## src/rtl/fetch_stage_pkg.sv

```systemverilog
// Shared widths, constants and payload types for the instruction-fetch stage.
package fetch_stage_pkg;

    localparam int unsigned XLEN = 32;
    localparam logic [XLEN-1:0] NOP_INST   = XLEN'(32'h0000_0013);
    localparam logic [XLEN-1:0] INST_BYTES = XLEN'(4);

    typedef struct packed {
        logic [XLEN-1:0] inst;
        logic [XLEN-1:0] pc;
    } fetch_entry_t;

    function automatic logic [XLEN-1:0] next_pc(input logic [XLEN-1:0] pc);
        return pc + INST_BYTES;
    endfunction

endpackage

```

## src/rtl/fetch_stage_if.sv

```systemverilog
// Instruction-memory request/response bus between the fetch stage and memory.
interface fetch_stage_if;
    import fetch_stage_pkg::*;

    logic            IMEM_req;
    logic [XLEN-1:0] IMEM_addr;
    logic            IMEM_gnt;
    logic            IMEM_rvalid;
    logic [XLEN-1:0] IMEM_rdata;

    modport master (output IMEM_req, IMEM_addr, input IMEM_gnt, IMEM_rvalid, IMEM_rdata);
    modport slave  (input IMEM_req, IMEM_addr, output IMEM_gnt, IMEM_rvalid, IMEM_rdata);
endinterface

```

## src/rtl/fetch_skid_buf.sv

```systemverilog
// One-entry skid buffer holding a returned instruction while IF/ID is stalled.
module fetch_skid_buf
    import fetch_stage_pkg::*;
(
    input  logic         clk,
    input  logic         rst,
    input  logic         wr_en_i,
    input  fetch_entry_t wr_data_i,
    input  logic         rd_en_i,
    input  logic         flush_i,
    output logic         valid_o,
    output fetch_entry_t data_o
);

    logic         valid_q, valid_d;
    fetch_entry_t data_q, data_d;

    // Flush beats write; a write in the same cycle as a read refills the entry.
    always_comb begin
        valid_d = valid_q;
        data_d  = data_q;
        if (flush_i) begin
            valid_d = 1'b0;
        end else if (wr_en_i) begin
            valid_d = 1'b1;
            data_d  = wr_data_i;
        end else if (rd_en_i) begin
            valid_d = 1'b0;
        end
    end

    always_ff @(posedge clk or negedge rst) begin
        if (!rst) begin
            valid_q <= 1'b0;
            data_q  <= '0;
        end else begin
            valid_q <= valid_d;
            data_q  <= data_d;
        end
    end

    assign valid_o = valid_q;
    assign data_o  = data_q;

endmodule

```

## src/rtl/fetch_stage.sv

```systemverilog
// IF stage: owns the PC, issues one outstanding imem request at a time and
// loads IF/ID, parking a returned word in a skid entry when IF/ID is stalled.
module fetch_stage
    import fetch_stage_pkg::*;
#(
    parameter logic [XLEN-1:0] RESET_PC = XLEN'(32'h0000_0000)
) (
    input  logic            clk,
    input  logic            rst,
    input  logic            ST_if_id_en,
    input  logic            EX_take_branch,
    input  logic [XLEN-1:0] EX_target_pc,
    fetch_stage_if.master   imem,
    output logic [XLEN-1:0] IF_ID_inst,
    output logic [XLEN-1:0] IF_ID_PC,
    output logic [XLEN-1:0] IF_ID_NPC,
    output logic            IF_ID_valid
);

    logic [XLEN-1:0] pc_q, pc_d;
    logic [XLEN-1:0] fl_pc_q, fl_pc_d;
    logic            outstanding_q, outstanding_d;
    logic            squash_q, squash_d;
    logic [XLEN-1:0] ifid_inst_q, ifid_inst_d;
    logic [XLEN-1:0] ifid_pc_q, ifid_pc_d;
    logic [XLEN-1:0] ifid_npc_q, ifid_npc_d;
    logic            ifid_valid_q, ifid_valid_d;

    logic         sk_valid, sk_wr, sk_rd, sk_flush;
    fetch_entry_t sk_rdata, sk_wdata;
    logic         rv_any_c, rv_live_c, req_c, grant_c;

    fetch_skid_buf u_skid (
        .clk       (clk),
        .rst       (rst),
        .wr_en_i   (sk_wr),
        .wr_data_i (sk_wdata),
        .rd_en_i   (sk_rd),
        .flush_i   (sk_flush),
        .valid_o   (sk_valid),
        .data_o    (sk_rdata)
    );

    // Only a response to our own in-flight request counts; squashed ones are dropped.
    assign rv_any_c  = imem.IMEM_rvalid && outstanding_q;
    assign rv_live_c = rv_any_c && !squash_q;

    // A stalled return fills the skid, so no new request may race in behind it.
    assign req_c = rst && !EX_take_branch && !sk_valid
                && (!outstanding_q || rv_any_c)
                && !(rv_live_c && !ST_if_id_en);
    assign grant_c = req_c && imem.IMEM_gnt;

    assign imem.IMEM_req  = req_c;
    assign imem.IMEM_addr = pc_q;

    always_comb begin
        pc_d          = pc_q;
        fl_pc_d       = fl_pc_q;
        outstanding_d = outstanding_q;
        squash_d      = squash_q;
        ifid_inst_d   = ifid_inst_q;
        ifid_pc_d     = ifid_pc_q;
        ifid_npc_d    = ifid_npc_q;
        ifid_valid_d  = ifid_valid_q;
        sk_wr         = 1'b0;
        sk_rd         = 1'b0;
        sk_flush      = 1'b0;
        sk_wdata      = '{inst: imem.IMEM_rdata, pc: fl_pc_q};

        if (grant_c) begin
            pc_d          = next_pc(pc_q);
            fl_pc_d       = pc_q;
            outstanding_d = 1'b1;
        end else if (rv_any_c) begin
            outstanding_d = 1'b0;
        end
        if (rv_any_c) squash_d = 1'b0;

        if (EX_take_branch) begin
            pc_d         = EX_target_pc;
            sk_flush     = 1'b1;
            ifid_valid_d = 1'b0;
            ifid_inst_d  = NOP_INST;
            if (outstanding_q && !imem.IMEM_rvalid) squash_d = 1'b1;
        end else if (ST_if_id_en) begin
            if (sk_valid) begin
                ifid_valid_d = 1'b1;
                ifid_inst_d  = sk_rdata.inst;
                ifid_pc_d    = sk_rdata.pc;
                ifid_npc_d   = next_pc(sk_rdata.pc);
                sk_rd        = 1'b1;
                sk_wr        = rv_live_c;
            end else if (rv_live_c) begin
                ifid_valid_d = 1'b1;
                ifid_inst_d  = imem.IMEM_rdata;
                ifid_pc_d    = fl_pc_q;
                ifid_npc_d   = next_pc(fl_pc_q);
            end else begin
                ifid_valid_d = 1'b0;
                ifid_inst_d  = NOP_INST;
            end
        end else begin
            sk_wr = rv_live_c;
        end
    end

    always_ff @(posedge clk or negedge rst) begin
        if (!rst) begin
            pc_q          <= RESET_PC;
            fl_pc_q       <= '0;
            outstanding_q <= 1'b0;
            squash_q      <= 1'b0;
            ifid_inst_q   <= NOP_INST;
            ifid_pc_q     <= '0;
            ifid_npc_q    <= '0;
            ifid_valid_q  <= 1'b0;
        end else begin
            pc_q          <= pc_d;
            fl_pc_q       <= fl_pc_d;
            outstanding_q <= outstanding_d;
            squash_q      <= squash_d;
            ifid_inst_q   <= ifid_inst_d;
            ifid_pc_q     <= ifid_pc_d;
            ifid_npc_q    <= ifid_npc_d;
            ifid_valid_q  <= ifid_valid_d;
        end
    end

    assign IF_ID_inst  = ifid_inst_q;
    assign IF_ID_PC    = ifid_pc_q;
    assign IF_ID_NPC   = ifid_npc_q;
    assign IF_ID_valid = ifid_valid_q;

endmodule

```

## src/flat_wrapper.sv

```systemverilog
// flat-port wrapper written by rule: the top's interface ports become plain ports
module fetch_stage_flat import fetch_stage_pkg::*;
#(
    parameter logic [XLEN-1:0] RESET_PC = XLEN'(32'h0000_0000)
)
  (clk, rst, ST_if_id_en, EX_take_branch, EX_target_pc, IF_ID_inst, IF_ID_PC, IF_ID_NPC, IF_ID_valid, imem_IMEM_req, imem_IMEM_addr, imem_IMEM_gnt, imem_IMEM_rvalid, imem_IMEM_rdata);
  fetch_stage_if imem_i ();
  input  logic clk;
  input  logic rst;
  input  logic ST_if_id_en;
  input  logic EX_take_branch;
  input  logic [XLEN-1:0] EX_target_pc;
  output logic [XLEN-1:0] IF_ID_inst;
  output logic [XLEN-1:0] IF_ID_PC;
  output logic [XLEN-1:0] IF_ID_NPC;
  output logic IF_ID_valid;
  output wire logic [$bits(imem_i.IMEM_req)-1:0] imem_IMEM_req;
  output wire logic [$bits(imem_i.IMEM_addr)-1:0] imem_IMEM_addr;
  input wire logic [$bits(imem_i.IMEM_gnt)-1:0] imem_IMEM_gnt;
  input wire logic [$bits(imem_i.IMEM_rvalid)-1:0] imem_IMEM_rvalid;
  input wire logic [$bits(imem_i.IMEM_rdata)-1:0] imem_IMEM_rdata;
  assign imem_IMEM_req = imem_i.IMEM_req;
  assign imem_IMEM_addr = imem_i.IMEM_addr;
  assign imem_i.IMEM_gnt = imem_IMEM_gnt;
  assign imem_i.IMEM_rvalid = imem_IMEM_rvalid;
  assign imem_i.IMEM_rdata = imem_IMEM_rdata;
  fetch_stage #(.RESET_PC(RESET_PC)) u_core (.clk(clk), .rst(rst), .ST_if_id_en(ST_if_id_en), .EX_take_branch(EX_take_branch), .EX_target_pc(EX_target_pc), .imem(imem_i), .IF_ID_inst(IF_ID_inst), .IF_ID_PC(IF_ID_PC), .IF_ID_NPC(IF_ID_NPC), .IF_ID_valid(IF_ID_valid));
endmodule
```

## config.mk

```make
export PLATFORM = sky130hd
export DESIGN_NAME = fetch_stage_flat
export DESIGN_NICKNAME = d
export VERILOG_FILES = /design/src/rtl/fetch_stage_pkg.sv /design/src/rtl/fetch_stage_if.sv /design/src/rtl/fetch_skid_buf.sv /design/src/rtl/fetch_stage.sv /design/src/flat_wrapper.sv
export SDC_FILE = /design/constraint.sdc
export NUM_CORES = 1
export LEC_CHECK = 0
export BUFFER_PORTS_ARGS = -buffer_cell sky130_fd_sc_hd__buf_2
export CAP_MARGIN = 10
export CORE_MARGIN = 5
export CORE_UTILIZATION = 45
export CTS_CLUSTER_SIZE = 8
export DETAILED_ROUTE_END_ITERATION = 10
export HOLD_SLACK_MARGIN = 0.1
export PLACE_DENSITY = 0.74
export SYNTH_ARGS = -nofsm -noshare
export SYNTH_HDL_FRONTEND = slang
export SYNTH_SLANG_ARGS = --single-unit
export TNS_END_PERCENT = 1
```

## constraint.sdc

```tcl
create_clock -name clk -period 2.89 [get_ports clk]
set_input_delay 0.4335 -clock clk [delete_from_list [all_inputs] [get_ports clk]]
set_output_delay 0.4335 -clock clk [all_outputs]
set_load 0.1 [all_outputs]
```

Word-level counts from Yosys, hierarchy flattened
Index checks and enable logic that the tools add are counted.
{ "totals": {"ff_bits": 228, "latch_bits": 0, "mem_bits_rw": 0, "mem_bits_ro": 0, "inputBits": 70, "output_inout_bits": 130, "word_cells": 69, "mem_count": 0} }
{ "classes": {"addsub": 3, "multipliers": 0, "n_div": 0, "n_lt_le_gt_ge": 0, "eq_ne": 0, "shifts": 0, "mux": 29, "n_bitwise": 2, "reduce_logical": 24} }
{ "ops": {"columns": ["operator", "count"], "rows": [
  ["two-way mux 32 bit", 10],
  ["adder 32 x 3 -> 32 bit (second input constant)", 3],
  ["two-way mux 1 bit", 19],
  ["logical AND 1 bit", 9],
  ["nonzero test 2 bit", 4],
  ["logical NOT 1 bit", 7],
  ["AND reduction 3 bit", 1],
  ["nonzero test 3 bit", 1],
  ["NOT 1 bit", 2],
  ["AND reduction 2 bit", 1],
  ["logical OR 1 bit", 1]
]} }

Depth between registers and ports, before layout
{ "depth": {"depth_word": 8, "mapped_depth": 13, "ltp_nobuf": 7} }

Modules after synthesis
From an unflattened synthesis, not the netlist that was laid out.
{ "hier_totals": {"cells_unflattened": 979, "area_unflattened_um2": 10636.5} }
{ "by_module_without_submodules": {"columns": ["mod", "n_inst", "cells_each", "area_per_inst_um2", "seq_area_each_um2"], "rows": [
  ["fetch_stage", 1, 839, 7895.1, 4032.6],
  ["fetch_skid_buf", 1, 140, 2741.4, 1626.6]
]} }

Least setup slack after synthesis
Ideal clock, no wire load.
{ "synth_path": {"path_kind": "register -> register", "from": "register u_core.u_skid.valid_q (netlist: u_core.u_skid.valid_o)", "to": "register u_core.ifid_npc_q[10] (netlist: u_core.IF_ID_NPC[10])", "setup_time_ns": 0.087, "arrival_time_ns": 2.690, "required_time_ns": 2.803, "slack_ns": 0.113, "path_stages_with_launch": 13, "path_buffers": 5, "period_less_slack_ns": 2.777, "cell_sequence": "dfrtp_1 > buf_6 > buf_2 > buf_2 > buf_2 > buf_2 > mux2_2 > ha_1 > inv_1 > a211oi_1 > nand3_1 > xor2_1 > o211ai_1"} }
{ "synth_via": {"elab_chain_len": 2, "elab_cells_between_ends": 3, "classes_between": "mux: 1; reduce/logical: 2"} }
{ "synth_rtl": {"columns": ["item", "line_no", "rtl"], "rows": [
  ["start, declared", "fetch_skid_buf.sv:15", "logic valid_q, valid_d;"],
  ["start signal, assigned", "fetch_skid_buf.sv:37", "valid_q <= valid_d;"],
  ["nonzero test 2 bit (no source line)", null, null],
  ["AND reduction 3 bit (no source line)", null, null],
  ["end signal, assigned", "fetch_stage.sv:125", "ifid_npc_q <= ifid_npc_d;"],
  ["end, declared", "fetch_stage.sv:26", "logic [XLEN-1:0] ifid_npc_q, ifid_npc_d;"]
]} }
Several ways; a longest one is shown, not always the timed one.
A chain may end at the register's enable or synchronous reset.

Worst setup path after layout
{ "layout_path": {"from": "register u_core.u_skid.valid_q (netlist: u_core.u_skid.valid_o)", "to": "register u_core.ifid_npc_q[27] (netlist: u_core.IF_ID_NPC[27])"} }
The elaborated chain is that of the path after synthesis.

==> impl_metrics.json <==
{
  "outcome": "finished, final reports clean",
  "postSynthNetCount": 1086,
  "io_buffer_count": 199,
  "worstSetupStartpointType": "flop",
  "tritoncts_clock_tree": "built",
  "hold_buffers": 0,
  "dr.first_iter.drc_count": 618,
  "inserted_clock_buffers": 34,
  "totalNegativeSetupSlack_ns": 0,
  "post_cts_resize_count": 0,
  "maxCapViolations": 0,
  "end_kind": "flop",
  "post_cts_clock_slew_at_the_launch_and_capture_registers_of_the_worst_setup_and_hold_paths_ns": 0.05,
  "yosysWarnings": 0,
  "post-synth-top-area-cell": "dfrtp_1",
  "total_wirelength_um": 27000,
  "synth_top_family_by_area": "simple AND/OR/NAND/NOR gates",
  "ys_seq_elements": 226,
  "crit_type": "flop to flop",
  "power.total_uw": 12300,
  "largest_net_degree_at_the_start_of_global_routing": 155,
  "finalNetCount": 1274,
  "layout_commonest_cell": "dfrtp_1",
  "finalCritPeriodShare": 0.906,
  "global_route_wire_length_before_repair_um": 44400,
  "number_of_global_route_vias_before_repair": 8405,
  "worst-path-max-fanout": 31,
  "slew_violations": 0,
  "synthSimpleGateAreaFrac": 0.162,
  "synthesized_area_fraction_occupied_by_ao_oa_aoi_and_oai_cells": 0.133,
  "wire_per_inst_um": 17.6,
  "cp.required_ns": 3.26,
  "count_of_fill_cells_added_during_filler_insertion": 1983,
  "layout.cells.most_common_list": "dfrtp_1, nand2_1, buf_2, mux2_2, o21ai_0",
  "number_of_buffers_on_the_longest_clock_path": 3,
  "netlist.area_leader.share": 0.533,
  "cp.arrival_ns": 2.99,
  "maximum_vdd_drop_mv": 0.703,
  "synthArstFlopShare": 1.00,
  "muxShareOfSynthArea": 0.109,
  "via_count": 8427,
  "yosys.area_share.adder": 0.00239,
  "die_w_um": 163,
  "number_of_setup_buffers_added_after_cts": 0,
  "yosysSeqAreaShare": 0.541,
  "hpwlAfterDp_um": 18700,
  "clock.fmax_mhz": 382,
  "final-hold-violation-count": 0,
  "netlist_instances": 1014,
  "dr.pass1.iters": 5,
  "drive_above_1_share": 0.282,
  "synthXorXnorAreaFrac": 0.0234,
  "gp_congestion": 0.894,
  "via_per_inst": 5.51,
  "starting_density_of_the_core": 0.460,
  "netlist_top_cells_area": "dfrtp_1, mux2_2, nand2_1",
  "core_area_um2": 22800,
  "syn_area_um2": 10500,
  "clock-sinks": 226,
  "groute.usage.overall": 0.205,
  "grt_antenna_before_repair": 1,
  "power.static_leakage_uw": 0.00599,
  "fin_worst_skew_ns": 0.0112,
  "io-pin-count": 200,
  "postSynthAreaPerCell_um2": 10.3,
  "tightestPinTransition_ns": 0.914,
  "placementRows": 55,
  "ant_nets": 0,
  "insertion_delay_ns": 0.49,
  "clock_tree.htree_level_count": 2,
  "grt_setup_unrepaired": "false",
  "grt_overflow_total": 0,
  "design.die.area_um2": 26400,
  "clock-root-buffer": "clkbuf_16",
  "finalCriticalPeriod_ns": 2.62,
  "synth_edf_count": 0,
  "finalSetupViolCount": 0,
  "power-per-cell-area_nw_per_um2": 963,
  "chip_height_um": 163,
  "worst_slew_margin_rel": 0.390,
  "syn_to_final_growth_pct": 22.4,
  "regArea_um2": 5660,
  "multi_input_comb_area_um2": 4520,
  "worstHoldPathType": "input port to asynchronous set/reset pin",
  "synth_flop_cell": "dfrtp_1",
  "drc": 0,
  "synth_cell_type_count": 58
}
final cells by class:
type,instances,area share
sequential,226,0.442
multi-input combinational,714,0.353
clock buffer,49,0.0758
timing repair buffer,219,0.0963
clock inverter,1,0.000683
inverter,7,0.00205
antenna,1,0.000195
tap,313,0.0306
power breakdown:
group	internal, uW	switching (uW)
clock	2290	1300
sequential	3890	596
combinational	831	3430
total	7010	5330
routing by layer:
layer,routed length [um],global-route usage,up-vias,part of all wire
li1,-,-,4012,-
met1,12500,0.303,4048,0.46
met2,12000,0.306,300,0.44
met3,1620,0.0367,67,0.060
met4,893,0.0715,0,0.033
met5,0,0,-,0
flip-flops by register name (all words and copies together), names as in the netlist, named ones only:
register	count
u_core.u_skid.data_o	64
u_core.IF_ID_NPC	32
u_core.IF_ID_inst	32
u_core.fl_pc_q	32
u_core.imem.IMEM_addr	32
u_core.IF_ID_PC	30
u_core.IF_ID_valid	1
u_core.outstanding_q	1
u_core.u_skid.valid_o	1
synthesized netlist by cell type, drive strengths merged (4+ instances only):
master,instances
nand4,23
xnor2,17
o311ai,15
nor2b,4
a21oi,12
buf,20
mux2,71
a211oi,31
a31oi,4
a22oi,37
and2,5
nand3,32
a21o,9
nand2,209
o21ai,70
nand3b,10
xor2,11
clkbuf,47
o211ai,15
nor2,49
mux2i,34
dfrtp,223
inv,6
nor3,10
nand4b,5
nor4,4
path summary, 6_finish.rpt:
| check | slack, ns | end | from | cells after the start |
|---|---|---|---|---|
| worst min-delay path | 0.09 | u_core.imem.IMEM_addr[15] | rst | 2 |
| min in group clk | 0.15 | u_core.imem.IMEM_addr[16] | EX_target_pc[16] | 3 |
| worst max register to register | 0.27 | u_core.IF_ID_NPC[27] | u_core.u_skid.valid_o | 7 |
| worst min register to register | 0.47 | u_core.IF_ID_PC[14] | u_core.IF_ID_PC[14] | 2 |
| worst max-delay path | 0.27 | u_core.IF_ID_NPC[27] | u_core.u_skid.valid_o | 7 |
| max in group asynchronous | 2.10 | u_core.u_skid.data_o[53] | rst | 2 |
logic make-up (layout without fill, tap and decap cells):
kind of cell | count (synthesis) | after routing
buffers and inverters | 74 | 276
DFF | 226 | 226
other | 0 | 1
AOI/OAI and AO/OA | 209 | 209
xor gates and xnor gates | 28 | 28
and+or+nand+nor | 370 | 370
adders and majority gates | 2 | 2
muxes | 105 | 105
per-stage QoR:
stage	std cells	utilization	setup slack (ns)	instance area, um2	hold slack, ns
floorplan	1014	-	0.113	10500	0.138
global placement	1479	0.520	0.405	11800	0.457
detailed placement	1479	0.520	0.313	11800	0.463
CTS	1529	0.563	0.272	12800	0.135
global route	1530	0.563	0.0302	12800	0.138
finish	1530	0.563	0.272	12800	0.0896
critical path: stages (launching register included):
cell and delay [ns]:
dfrtp_4 0.66, buf_4 0.34, nand4_1 0.20, a222oi_1 0.26, buf_4 0.22, nand4_1 0.16
or4_1 0.52, o211a_1 0.12
No activity file was read; power rests on OpenSTA's default activity.
